## config.mk

```make
export PLATFORM = sky130hd
export DESIGN_NAME = spi_frame_receiver_flat
export DESIGN_NICKNAME = d
export VERILOG_FILES = /design/src/rtl/spi_frame_receiver_if.sv /design/src/rtl/spi_frame_receiver.sv /design/src/flat_wrapper.sv
export SDC_FILE = /design/constraint.sdc
export NUM_CORES = 1
export LEC_CHECK = 0
export CORE_MARGIN = 10
export CORE_UTILIZATION = 45
export DETAILED_ROUTE_END_ITERATION = 10
export PLACE_DENSITY = 0.79
export SYNTH_ARGS = -nofsm -noshare
export SYNTH_HDL_FRONTEND = slang
export SYNTH_SLANG_ARGS = --single-unit
export TNS_END_PERCENT = 10
```

## constraint.sdc

```tcl
create_clock -name clk -period 2.51 [get_ports clk]
set_input_delay 0.753 -clock clk [delete_from_list [all_inputs] [get_ports clk]]
set_output_delay 0.753 -clock clk [all_outputs]
set_load 0.005 [all_outputs]
```

## src/rtl/spi_frame_receiver_if.sv

```systemverilog
// Byte-level SPI master core handshake plus the local SRAM write port.
// The receiver drives through "master"; the core and SRAM sit on "slave".
interface spi_frame_receiver_if;
    logic        di_req;
    logic        wr_ack;
    logic        do_valid;
    logic [7:0]  spi_data_in;
    logic [7:0]  spi_data_out;
    logic        wren;
    logic        sram_ready;
    logic [15:0] sram_addr;
    logic [15:0] sram_data;
    logic        sram_start;
    logic        sram_rw;

    modport master (
        input  di_req, wr_ack, do_valid, spi_data_in, sram_ready,
        output spi_data_out, wren, sram_addr, sram_data, sram_start, sram_rw
    );

    modport slave (
        output di_req, wr_ack, do_valid, spi_data_in, sram_ready,
        input  spi_data_out, wren, sram_addr, sram_data, sram_start, sram_rw
    );
endinterface

```

## src/rtl/spi_frame_receiver.sv

```systemverilog
// Fetches one frame over a byte-level SPI master core: size query, then data
// query, reassembling little-endian 16-bit pixels into SRAM addresses 0..stop_addr.
module spi_frame_receiver #(
    parameter logic [7:0]  CMD_SIZE = 8'h7F,
    parameter logic [7:0]  CMD_DATA = 8'hBF,
    parameter logic [7:0]  DUMMY    = 8'h00,
    parameter logic [15:0] MAX_STOP = 16'h7F7F
) (
    input  logic                        clk,
    input  logic                        reset,
    input  logic                        start,
    spi_frame_receiver_if.master        bus,
    output logic [15:0]                 stop_addr,
    output logic                        busy,
    output logic                        done,
    output logic                        size_err
);

    typedef enum logic [3:0] {
        StIdle,
        StCmdS,
        StSize0,
        StSize1,
        StSize2,
        StCmdD,
        StPixLo,
        StPixHi,
        StWr,
        StWrWait,
        StDone
    } state_t;

    typedef enum logic [1:0] {
        BReq,
        BAck,
        BRx
    } byte_state_t;

    state_t      state;
    byte_state_t bstate;
    logic [6:0]  b0;
    logic [6:0]  b1;
    logic        wr_settle;

    logic        xfer;
    logic [7:0]  tx_byte;
    logic        byte_done;
    logic [15:0] decoded;

    // Which top states run the byte primitive, and what each one transmits.
    always_comb begin
        xfer    = 1'b0;
        tx_byte = DUMMY;
        case (state)
            StCmdS: begin
                xfer    = 1'b1;
                tx_byte = CMD_SIZE;
            end
            StCmdD: begin
                xfer    = 1'b1;
                tx_byte = CMD_DATA;
            end
            StSize0, StSize1, StSize2, StPixLo, StPixHi: xfer = 1'b1;
            default: ;
        endcase
    end

    assign byte_done = xfer && (bstate == BRx) && bus.do_valid;

    // Size bytes carry 7 payload bits each in [7:1]; bit 0 is discarded.
    assign decoded = {1'b0, b0, 1'b0, b1};

    assign bus.sram_rw = 1'b0;

    always_ff @(posedge clk or negedge reset) begin
        if (!reset) begin
            state            <= StIdle;
            bstate           <= BReq;
            b0               <= '0;
            b1               <= '0;
            wr_settle        <= 1'b0;
            bus.spi_data_out <= '0;
            bus.wren         <= 1'b0;
            bus.sram_addr    <= '0;
            bus.sram_data    <= '0;
            bus.sram_start   <= 1'b1;
            stop_addr        <= '0;
            busy             <= 1'b0;
            done             <= 1'b0;
            size_err         <= 1'b0;
        end else begin
            done           <= 1'b0;
            bus.sram_start <= 1'b1;

            // wr_ack is only looked at once the byte is loaded, so a wr_ack
            // coincident with di_req is ignored.
            if (xfer) begin
                case (bstate)
                    BReq: if (bus.di_req) begin
                        bus.spi_data_out <= tx_byte;
                        bus.wren         <= 1'b1;
                        bstate           <= BAck;
                    end
                    BAck: if (bus.wr_ack) begin
                        bus.wren <= 1'b0;
                        bstate   <= BRx;
                    end
                    BRx: if (bus.do_valid) begin
                        bstate <= BReq;
                    end
                    default: bstate <= BReq;
                endcase
            end

            case (state)
                StIdle: if (start) begin
                    busy     <= 1'b1;
                    size_err <= 1'b0;
                    state    <= StCmdS;
                end
                StCmdS: if (byte_done) begin
                    state <= StSize0;
                end
                StSize0: if (byte_done) begin
                    b0    <= bus.spi_data_in[7:1];
                    state <= StSize1;
                end
                StSize1: if (byte_done) begin
                    b1    <= bus.spi_data_in[7:1];
                    state <= StSize2;
                end
                StSize2: if (byte_done) begin
                    if (decoded > MAX_STOP) begin
                        stop_addr <= MAX_STOP;
                        size_err  <= 1'b1;
                    end else begin
                        stop_addr <= decoded;
                    end
                    if (bus.spi_data_in != 8'h00) begin
                        size_err <= 1'b1;
                    end
                    state <= StCmdD;
                end
                StCmdD: begin
                    bus.sram_addr <= '0;
                    if (byte_done) begin
                        state <= StPixLo;
                    end
                end
                StPixLo: if (byte_done) begin
                    bus.sram_data[7:0] <= bus.spi_data_in;
                    state              <= StPixHi;
                end
                StPixHi: if (byte_done) begin
                    bus.sram_data[15:8] <= bus.spi_data_in;
                    state               <= StWr;
                end
                StWr: if (bus.sram_ready) begin
                    bus.sram_start <= 1'b0;
                    wr_settle      <= 1'b1;
                    state          <= StWrWait;
                end
                StWrWait: begin
                    // First cycle after the strobe: sram_ready still reflects
                    // the previous idle state, so it is not trusted yet.
                    if (wr_settle) begin
                        wr_settle <= 1'b0;
                    end else if (bus.sram_ready) begin
                        if (bus.sram_addr == stop_addr) begin
                            state <= StDone;
                        end else begin
                            bus.sram_addr <= bus.sram_addr + 16'd1;
                            state         <= StPixLo;
                        end
                    end
                end
                StDone: begin
                    done  <= 1'b1;
                    busy  <= 1'b0;
                    state <= StIdle;
                end
                default: state <= StIdle;
            endcase
        end
    end

endmodule

```

## src/flat_wrapper.sv

```systemverilog
// flat-port wrapper written by rule: the top's interface ports become plain ports
module spi_frame_receiver_flat 
#(
    parameter logic [7:0]  CMD_SIZE = 8'h7F,
    parameter logic [7:0]  CMD_DATA = 8'hBF,
    parameter logic [7:0]  DUMMY    = 8'h00,
    parameter logic [15:0] MAX_STOP = 16'h7F7F
)
  (clk, reset, start, stop_addr, busy, done, size_err, bus_di_req, bus_wr_ack, bus_do_valid, bus_spi_data_in, bus_sram_ready, bus_spi_data_out, bus_wren, bus_sram_addr, bus_sram_data, bus_sram_start, bus_sram_rw);
  spi_frame_receiver_if bus_i ();
  input  logic clk;
  input  logic reset;
  input  logic start;
  output logic [15:0] stop_addr;
  output logic busy;
  output logic done;
  output logic size_err;
  input wire logic [$bits(bus_i.di_req)-1:0] bus_di_req;
  input wire logic [$bits(bus_i.wr_ack)-1:0] bus_wr_ack;
  input wire logic [$bits(bus_i.do_valid)-1:0] bus_do_valid;
  input wire logic [$bits(bus_i.spi_data_in)-1:0] bus_spi_data_in;
  input wire logic [$bits(bus_i.sram_ready)-1:0] bus_sram_ready;
  output wire logic [$bits(bus_i.spi_data_out)-1:0] bus_spi_data_out;
  output wire logic [$bits(bus_i.wren)-1:0] bus_wren;
  output wire logic [$bits(bus_i.sram_addr)-1:0] bus_sram_addr;
  output wire logic [$bits(bus_i.sram_data)-1:0] bus_sram_data;
  output wire logic [$bits(bus_i.sram_start)-1:0] bus_sram_start;
  output wire logic [$bits(bus_i.sram_rw)-1:0] bus_sram_rw;
  assign bus_i.di_req = bus_di_req;
  assign bus_i.wr_ack = bus_wr_ack;
  assign bus_i.do_valid = bus_do_valid;
  assign bus_i.spi_data_in = bus_spi_data_in;
  assign bus_i.sram_ready = bus_sram_ready;
  assign bus_spi_data_out = bus_i.spi_data_out;
  assign bus_wren = bus_i.wren;
  assign bus_sram_addr = bus_i.sram_addr;
  assign bus_sram_data = bus_i.sram_data;
  assign bus_sram_start = bus_i.sram_start;
  assign bus_sram_rw = bus_i.sram_rw;
  spi_frame_receiver #(.CMD_SIZE(CMD_SIZE), .CMD_DATA(CMD_DATA), .DUMMY(DUMMY), .MAX_STOP(MAX_STOP)) u_core (.clk(clk), .reset(reset), .start(start), .bus(bus_i), .stop_addr(stop_addr), .busy(busy), .done(done), .size_err(size_err));
endmodule
```

==> summary.txt, run 1 <==
status - complete, no violations
PD cells - 1187 nW/um^2
Hold Path Class - in2async
initial antenna violation count - 0
R2R setup slack - 0.42 ns
first-pass GRT wire length - 14890 um
CP max stage delay - 0.57 ns
antenna viol nets, final - 0
synth unique cells - 45
Levels on crit path - 1
hold_buf cts - 0
largest net degree at the start of global routing - 76
CTS Buf Count - 9
WL/cell - 18.29 um
mux cell area share after synthesis - 16.43%
Ant. Diodes - 0
Area growth syn-to-layout - 30.91%
Final GP Congestion - 0.8652
syn avg cell area - 11.42 um^2
Fmax - 450.7 MHz
Tot GR Track Use - 15.89%
Post-CTS Resized - 0
Place WS - -0.04231 ns
CP Cell Sequence - clkdlybuf4s50_1
final instance area - 4695 um^2
vias in the first global route - 2816
critical path required time - 1.76 ns
final slew viol count - 0
row count - 32
Crit Path Max Fanout - 8
Final Power - 5.572 mW
1st-iter DRT viols - 122
layout cells sized above 1 - 21.80%
leakage power - 2.064 nW
simple-gate portion of the synthesized area - 16.12%
Placed Instance Area - 4453 um^2
DRC errors left - 0
post-CTS setup buffers - 0
clock root cell - clkbuf_8
Worst path top cell family by delay - buffers and inverters
drt pass-1 iters - 4
Critical R2R Launch - u_core.state[2]$_DFFE_PN0P_
start point of the critical path - u_core.bus.sram_addr[10]$_DFFE_PN0P_
CTS tree - built
VDD IR max - 0.6602 mV
Syn Std Cell Area - 3586 um^2
yosys warns - 0
die width - 109.3 um
CTS H-tree depth - 3
Adder-Cell Fraction of Synth Area - 0.3489%
Die Y - 109.3 um
Final setup viols - 0
Synth Register Bits - 75
total grt overflow - 0
worst-margin pin slew - 0.5624 ns
clock skew - 0.01033 ns
FF-to-FF path depth - 5
Vias/cell - 5.503
Net count, final - 410
Crit-path slowest cell - clkdlybuf4s50_1
XOR/XNOR share of the synthesized area - 3.908%
slew margin rel. - 62.22%
Hold Vio Cnt, Final - 0
worst setup margin - 0.2913 ns
Top FF cell, synth - dfrtp_1
post-synthesis compound-gate area fraction - 6.595%
DIE AREA - 11940 um^2
reg2reg end - u_core.bus.sram_addr[7]$_DFFE_PN0P_
main combinational cell family by area after synthesis - multiplexers
Setup Total Neg Slack - 0 ns
DP HPWL - 6642 um
area of the core - 7727 um^2
Via Count - 2757
CP Launch Type - flop
Crit. End Element - output pin
Seq/Total Area, Yosys - 52.37%
Synth Instances - 314
Clock Path Buffers - 2
Max-Cap Viols - 0
Initial Utilization - 46.41%
WP buf/inv - 1
Setup CP Type - reg2out
critical path arrival - 1.47 ns
fin crit share - 88.39%
Ports - 77
Total Wirelength - 9162 um
Worst-path clk slew - 0.08 ns
RSZ-0062 raised after global routing - no
port bufs - 73
clk_lat worst skew - 0.35 ns
crit path time final - 2.219 ns
EDFF count, synth - 0
FFs w/ async S/R, synth - 100.0%
clk sink count - 75
## cell usage after synthesis (all sizes together) (8+ instances only)
| master | count | share of area (%) |
|---|---|---|
| nor3 | 8 | 1.4 |
| dfrtp | 74 | 52 |
| nand2 | 20 | 2.1 |
| a21oi | 12 | 1.7 |
| nor2 | 14 | 1.5 |
| xnor2 | 14 | 3.4 |
| mux2 | 47 | 15 |
| o21ai | 11 | 1.5 |
| clkbuf | 9 | 0.94 |
| nand2b | 8 | 1.4 |
| nand3 | 17 | 2.4 |
| nand4 | 9 | 1.7 |
| buf | 12 | 2.5 |
## stage by stage
| step | utilization (%) | cells | hold WS (ns) |
|---|---|---|---|
| floorplan | - | 316 | 0.4574 |
| global placement | 57.63 | 485 | 0.4848 |
| detailed placement | 57.63 | 485 | 0.4929 |
| CTS | 60.75 | 501 | 0.4331 |
| global route | 60.75 | 501 | 0.4500 |
| finish | 60.75 | 501 | 0.4173 |
## cells in the final DEF (no fill, tap or decap), drive strengths merged, types with 3 or more instances in the layout
| master | Yosys | final |
|---|---|---|
| nor4 | 3 | 3 |
| or3 | 4 | 4 |
| mux2i | 6 | 6 |
| a21oi | 12 | 12 |
| inv | 6 | 6 |
| nand3 | 17 | 17 |
| o211ai | 3 | 3 |
| o21ai | 11 | 11 |
| buf | 12 | 16 |
| clkdlybuf4s50 | 0 | 72 |
| conb | 1 | 3 |
| clkbuf | 9 | 10 |
| mux2 | 47 | 47 |
| o41ai | 3 | 3 |
| and3 | 3 | 3 |
| nor3 | 8 | 8 |
| dfrtp | 74 | 74 |
| nor2 | 14 | 14 |
| xnor2 | 14 | 14 |
| bufinv | 0 | 3 |
| o31ai | 3 | 3 |
| nand4 | 9 | 9 |
| nand2 | 20 | 20 |
| or4 | 6 | 6 |
| nand2b | 8 | 8 |
## report_power, final
group | total (mW) | switching [mW] | internal [mW]
clock | 1.13 | 0.464 | 0.662
combinational | 2.28 | 0.981 | 1.30
sequential | 2.17 | 0.504 | 1.66
## per-layer routing
layer	global-route usage [%]	vias to the layer above	part of all wire, %
li1	-	1283	-
met1	18.37	1368	39
met2	25.66	93	49
met3	7.316	13	10
met4	5.297	0	1.5
met5	0	-	0
## final cells by class
cell class	instances	area [um^2]
fill	612	3033
sequential	75	1878
multi-input combinational	214	1574
timing repair buffer	88	850.8
clock buffer	10	127.6
tap	102	127.6
clock inverter	6	113.9
inverter	6	22.52
## sequential cells by signal (all words and copies together) (netlist names)
| signal | count |
|---|---|
| u_core.stop_addr | 14 |
| u_core.bus.sram_data | 16 |
| u_core.done | 1 |
| u_core.bstate | 2 |
| u_core.b1 | 7 |
| u_core.bus.spi_data_out | 3 |
| u_core.wr_settle | 1 |
| u_core.bus.sram_addr | 16 |
| u_core.busy | 1 |
| u_core.state | 4 |
| u_core.bus.wren | 1 |
| u_core.size_err | 1 |
| u_core.bus.sram_start | 1 |
| u_core.b0 | 7 |
## cell families after synthesis
group / count (synthesis)
AOI/OAI and AO/OA: 38
xor gates and xnor gates: 16
adders and majority gates: 1
buffers and inverters: 27
DFF: 75
muxes: 53
other: 1
and+or+nand+nor: 103
## worst max-delay path by stage
stage	endpoint	slack (ns)
finish	bus_sram_addr[10]	0.29
floorplan	u_core.bus.sram_addr[12]$_DFFE_PN0P_	0.42
CTS	bus_sram_addr[10]	0.26
global placement	u_core.bus.sram_addr[12]$_DFFE_PN0P_	0.01
detailed placement	u_core.bus.sram_addr[12]$_DFFE_PN0P_	-0.04
global route	bus_sram_addr[10]	0.21
## worst reg2reg max path, delay by kind of cell (launching register included)
| kind | cells | cell delay [ns] |
|---|---|---|
| AND/OR/NAND/NOR | 4 | 1.36 |
| flip-flops | 1 | 0.52 |
| AO/OA/AOI/OAI | 1 | 0.15 |
(Power assumes the default switching activity.)
==> run 2, diff against run 1 <==
Settings changed: HOLD_SLACK_MARGIN set to 0.02.
==> results of run 2 <==
The final DEF is identical to that of run 1; final timing and power are the same.
==> run 3, diff against run 2 <==
Settings changed: CORE_MARGIN 10 to 2, CORE_UTILIZATION 45 to 35, PLACE_DENSITY 0.79 to 0.66.
==> summary.txt, run 3 (synthesized netlist as in run 1, its figures left out) <==
status - complete, no violations
Hold Vio Cnt, Final - 0 (unchanged)
area of the core - 9864 um^2 (+28%)
WL/cell - 16.03 um (-12%)
most frequent cells in the layout - dfrtp_1 (74), clkdlybuf4s50_1 (72), mux2_2 (47)
Crit. End Element - output pin
clk_lat worst skew - 0.35 ns (about the same)
Total Wirelength - 8577 um (-6.4%)
largest net degree at the start of global routing - 37 (-51%)
Place WS - 0.005327 ns (+0.04764 ns)
post-CTS setup buffers - 0 (unchanged)
Ports - 77 (unchanged)
PD cells - 1122 nW/um^2 (-5.5%)
antenna viol nets, final - 0 (unchanged)
Hold Path Class - in2async
VDD IR max - 0.4825 mV (-27%)
Clock Path Buffers - 2 (unchanged)
clock skew - 0.008301 ns (-0.002031 ns)
CP max stage delay - 0.58 ns (about the same)
CP Cell Sequence - clkdlybuf4s50_1
row count - 36 (+13%)
CTS H-tree depth - 3 (unchanged)
Fmax - 452.2 MHz (+0.33%)
CTS tree - built
worst-margin pin slew - 0.6516 ns (+0.08919 ns)
most common cell after layout, fill and taps aside - dfrtp_1
Ant. Diodes - 0 (unchanged)
clock root cell - clkbuf_8
1st-iter DRT viols - 105 (-14%)
Tot GR Track Use - 16.57% (+0.68 points)
clk sink count - 75 (unchanged)
die width - 105.2 um (-3.7%)
Area growth syn-to-layout - 31.47%
DRC errors left - 0 (unchanged)
total grt overflow - 0 (unchanged)
fin crit share - 88.10% (-0.29 points)
hold_buf cts - 0 (unchanged)
slew margin rel. - 55.44% (-6.8 points)
Net count, final - 414 (+0.98%)
DIE AREA - 11070 um^2 (-7.3%)
Vias/cell - 5.151 (-6.4%)
Placed Instance Area - 4524 um^2 (+1.6%)
Via Count - 2756 (-0.036%)
first-pass GRT wire length - 14570 um (-2.2%)
final slew viol count - 0 (unchanged)
critical path arrival - 1.46 ns (about the same)
Crit Path Max Fanout - 8 (unchanged)
RSZ-0062 raised after global routing - no
worst setup margin - 0.2987 ns (+0.007364 ns)
Crit-path slowest cell - clkdlybuf4s50_1
Initial Utilization - 36.35% (-10 points)
Post-CTS Resized - 0 (unchanged)
Setup Total Neg Slack - 0 ns (unchanged)
Final GP Congestion - 0.9088 (+5.0%)
drt pass-1 iters - 4 (unchanged)
Final setup viols - 0 (unchanged)
port bufs - 73 (unchanged)
Worst-path clk slew - 0.08 ns (about the same)
final instance area - 4715 um^2 (+0.43%)
layout cells sized above 1 - 22.64% (+0.83 points)
largest registers - u_core.bus.sram_addr x16, u_core.bus.sram_data x16, u_core.stop_addr x14
CTS Buf Count - 9 (unchanged)
Worst path top cell family by delay - buffers and inverters
crit path time final - 2.211 ns (-0.007364 ns)
vias in the first global route - 2753 (-2.2%)
Max-Cap Viols - 0 (unchanged)
WP buf/inv - 1 (unchanged)
Die Y - 105.2 um (-3.7%)
Setup CP Type - reg2out
initial antenna violation count - 0 (unchanged)
DP HPWL - 6349 um (-4.4%)
critical path required time - 1.76 ns (about the same)
CP Launch Type - flop
leakage power - 2.073 nW (+0.40%)
-- run 3: cell types whose count changed in the layout (fill, tap and decap cells not counted), sizes merged --
cell / change
clkbuf: -1
clkinvlp: -2
buf: +4
clkinv: +3
bufinv: -2
inv: +1
-- run 3: routing by layer --
metal,vias to the layer above,track usage [%],part of all wire [%]
met1,1358,22.17,45
met4,0,4.952,1.4
met5,-,0,0
met2,90,25.67,47
li1,1296,-,-
met3,12,5.318,6.5
-- run 3: power by group --
group          switching [mW]  internal (mW)  total, mW
Combinational           0.913           1.29       2.20
Sequential              0.515           1.66       2.18
Clock                   0.456          0.457      0.913
Total                    1.88           3.41       5.29
-- run 3: layout make-up --
cell class              instances  area [um^2]
repair buffers                 92        883.3
multi-input cells             214         1574
fillers                       914         5150
flip-flops and latches         75         1878
inverters                       6        22.52
clock buffers                   9        123.9
clock inverters                 6        66.31
well taps                     133        166.4
-- run 3: stage by stage --
| stage | instances | hold slack (ns) | power, mW | utilization (%) |
|---|---|---|---|---|
| 3_3_place_gp | 520 | 0.4813 | 4.341 | 45.87 |
| 4_1_cts | 535 | 0.3558 | 5.341 | 47.79 |
| 2_1_floorplan | 316 | 0.4574 | 3.362 | - |
| 5_1_grt | 535 | 0.3732 | 5.682 | 47.79 |
| 6_report | 535 | 0.3405 | 5.289 | 47.79 |
| 3_5_place_dp | 520 | 0.4886 | 4.408 | 45.87 |
-- run 3: worst paths after layout --
check                      slack, ns  cells after the start                                start                                    to
max                             0.30                      1  u_core.bus.sram_addr[6]$_DFFE_PN0P_                      bus_sram_addr[6]
min in group clk                0.51                      1             u_core.b0[5]$_DFFE_PN0P_      u_core.stop_addr[13]$_DFFE_PN0P_
max reg2reg                     0.39                      5  u_core.bus.sram_addr[6]$_DFFE_PN0P_  u_core.bus.sram_addr[12]$_DFFE_PN0P_
min                             0.34                      1                                reset  u_core.bus.sram_addr[11]$_DFFE_PN0P_
max in group asynchronous       1.54                      2                                reset       u_core.bus.sram_start$_DFF_PN1_
min reg2reg                     0.51                      1             u_core.b0[5]$_DFFE_PN0P_      u_core.stop_addr[13]$_DFFE_PN0P_
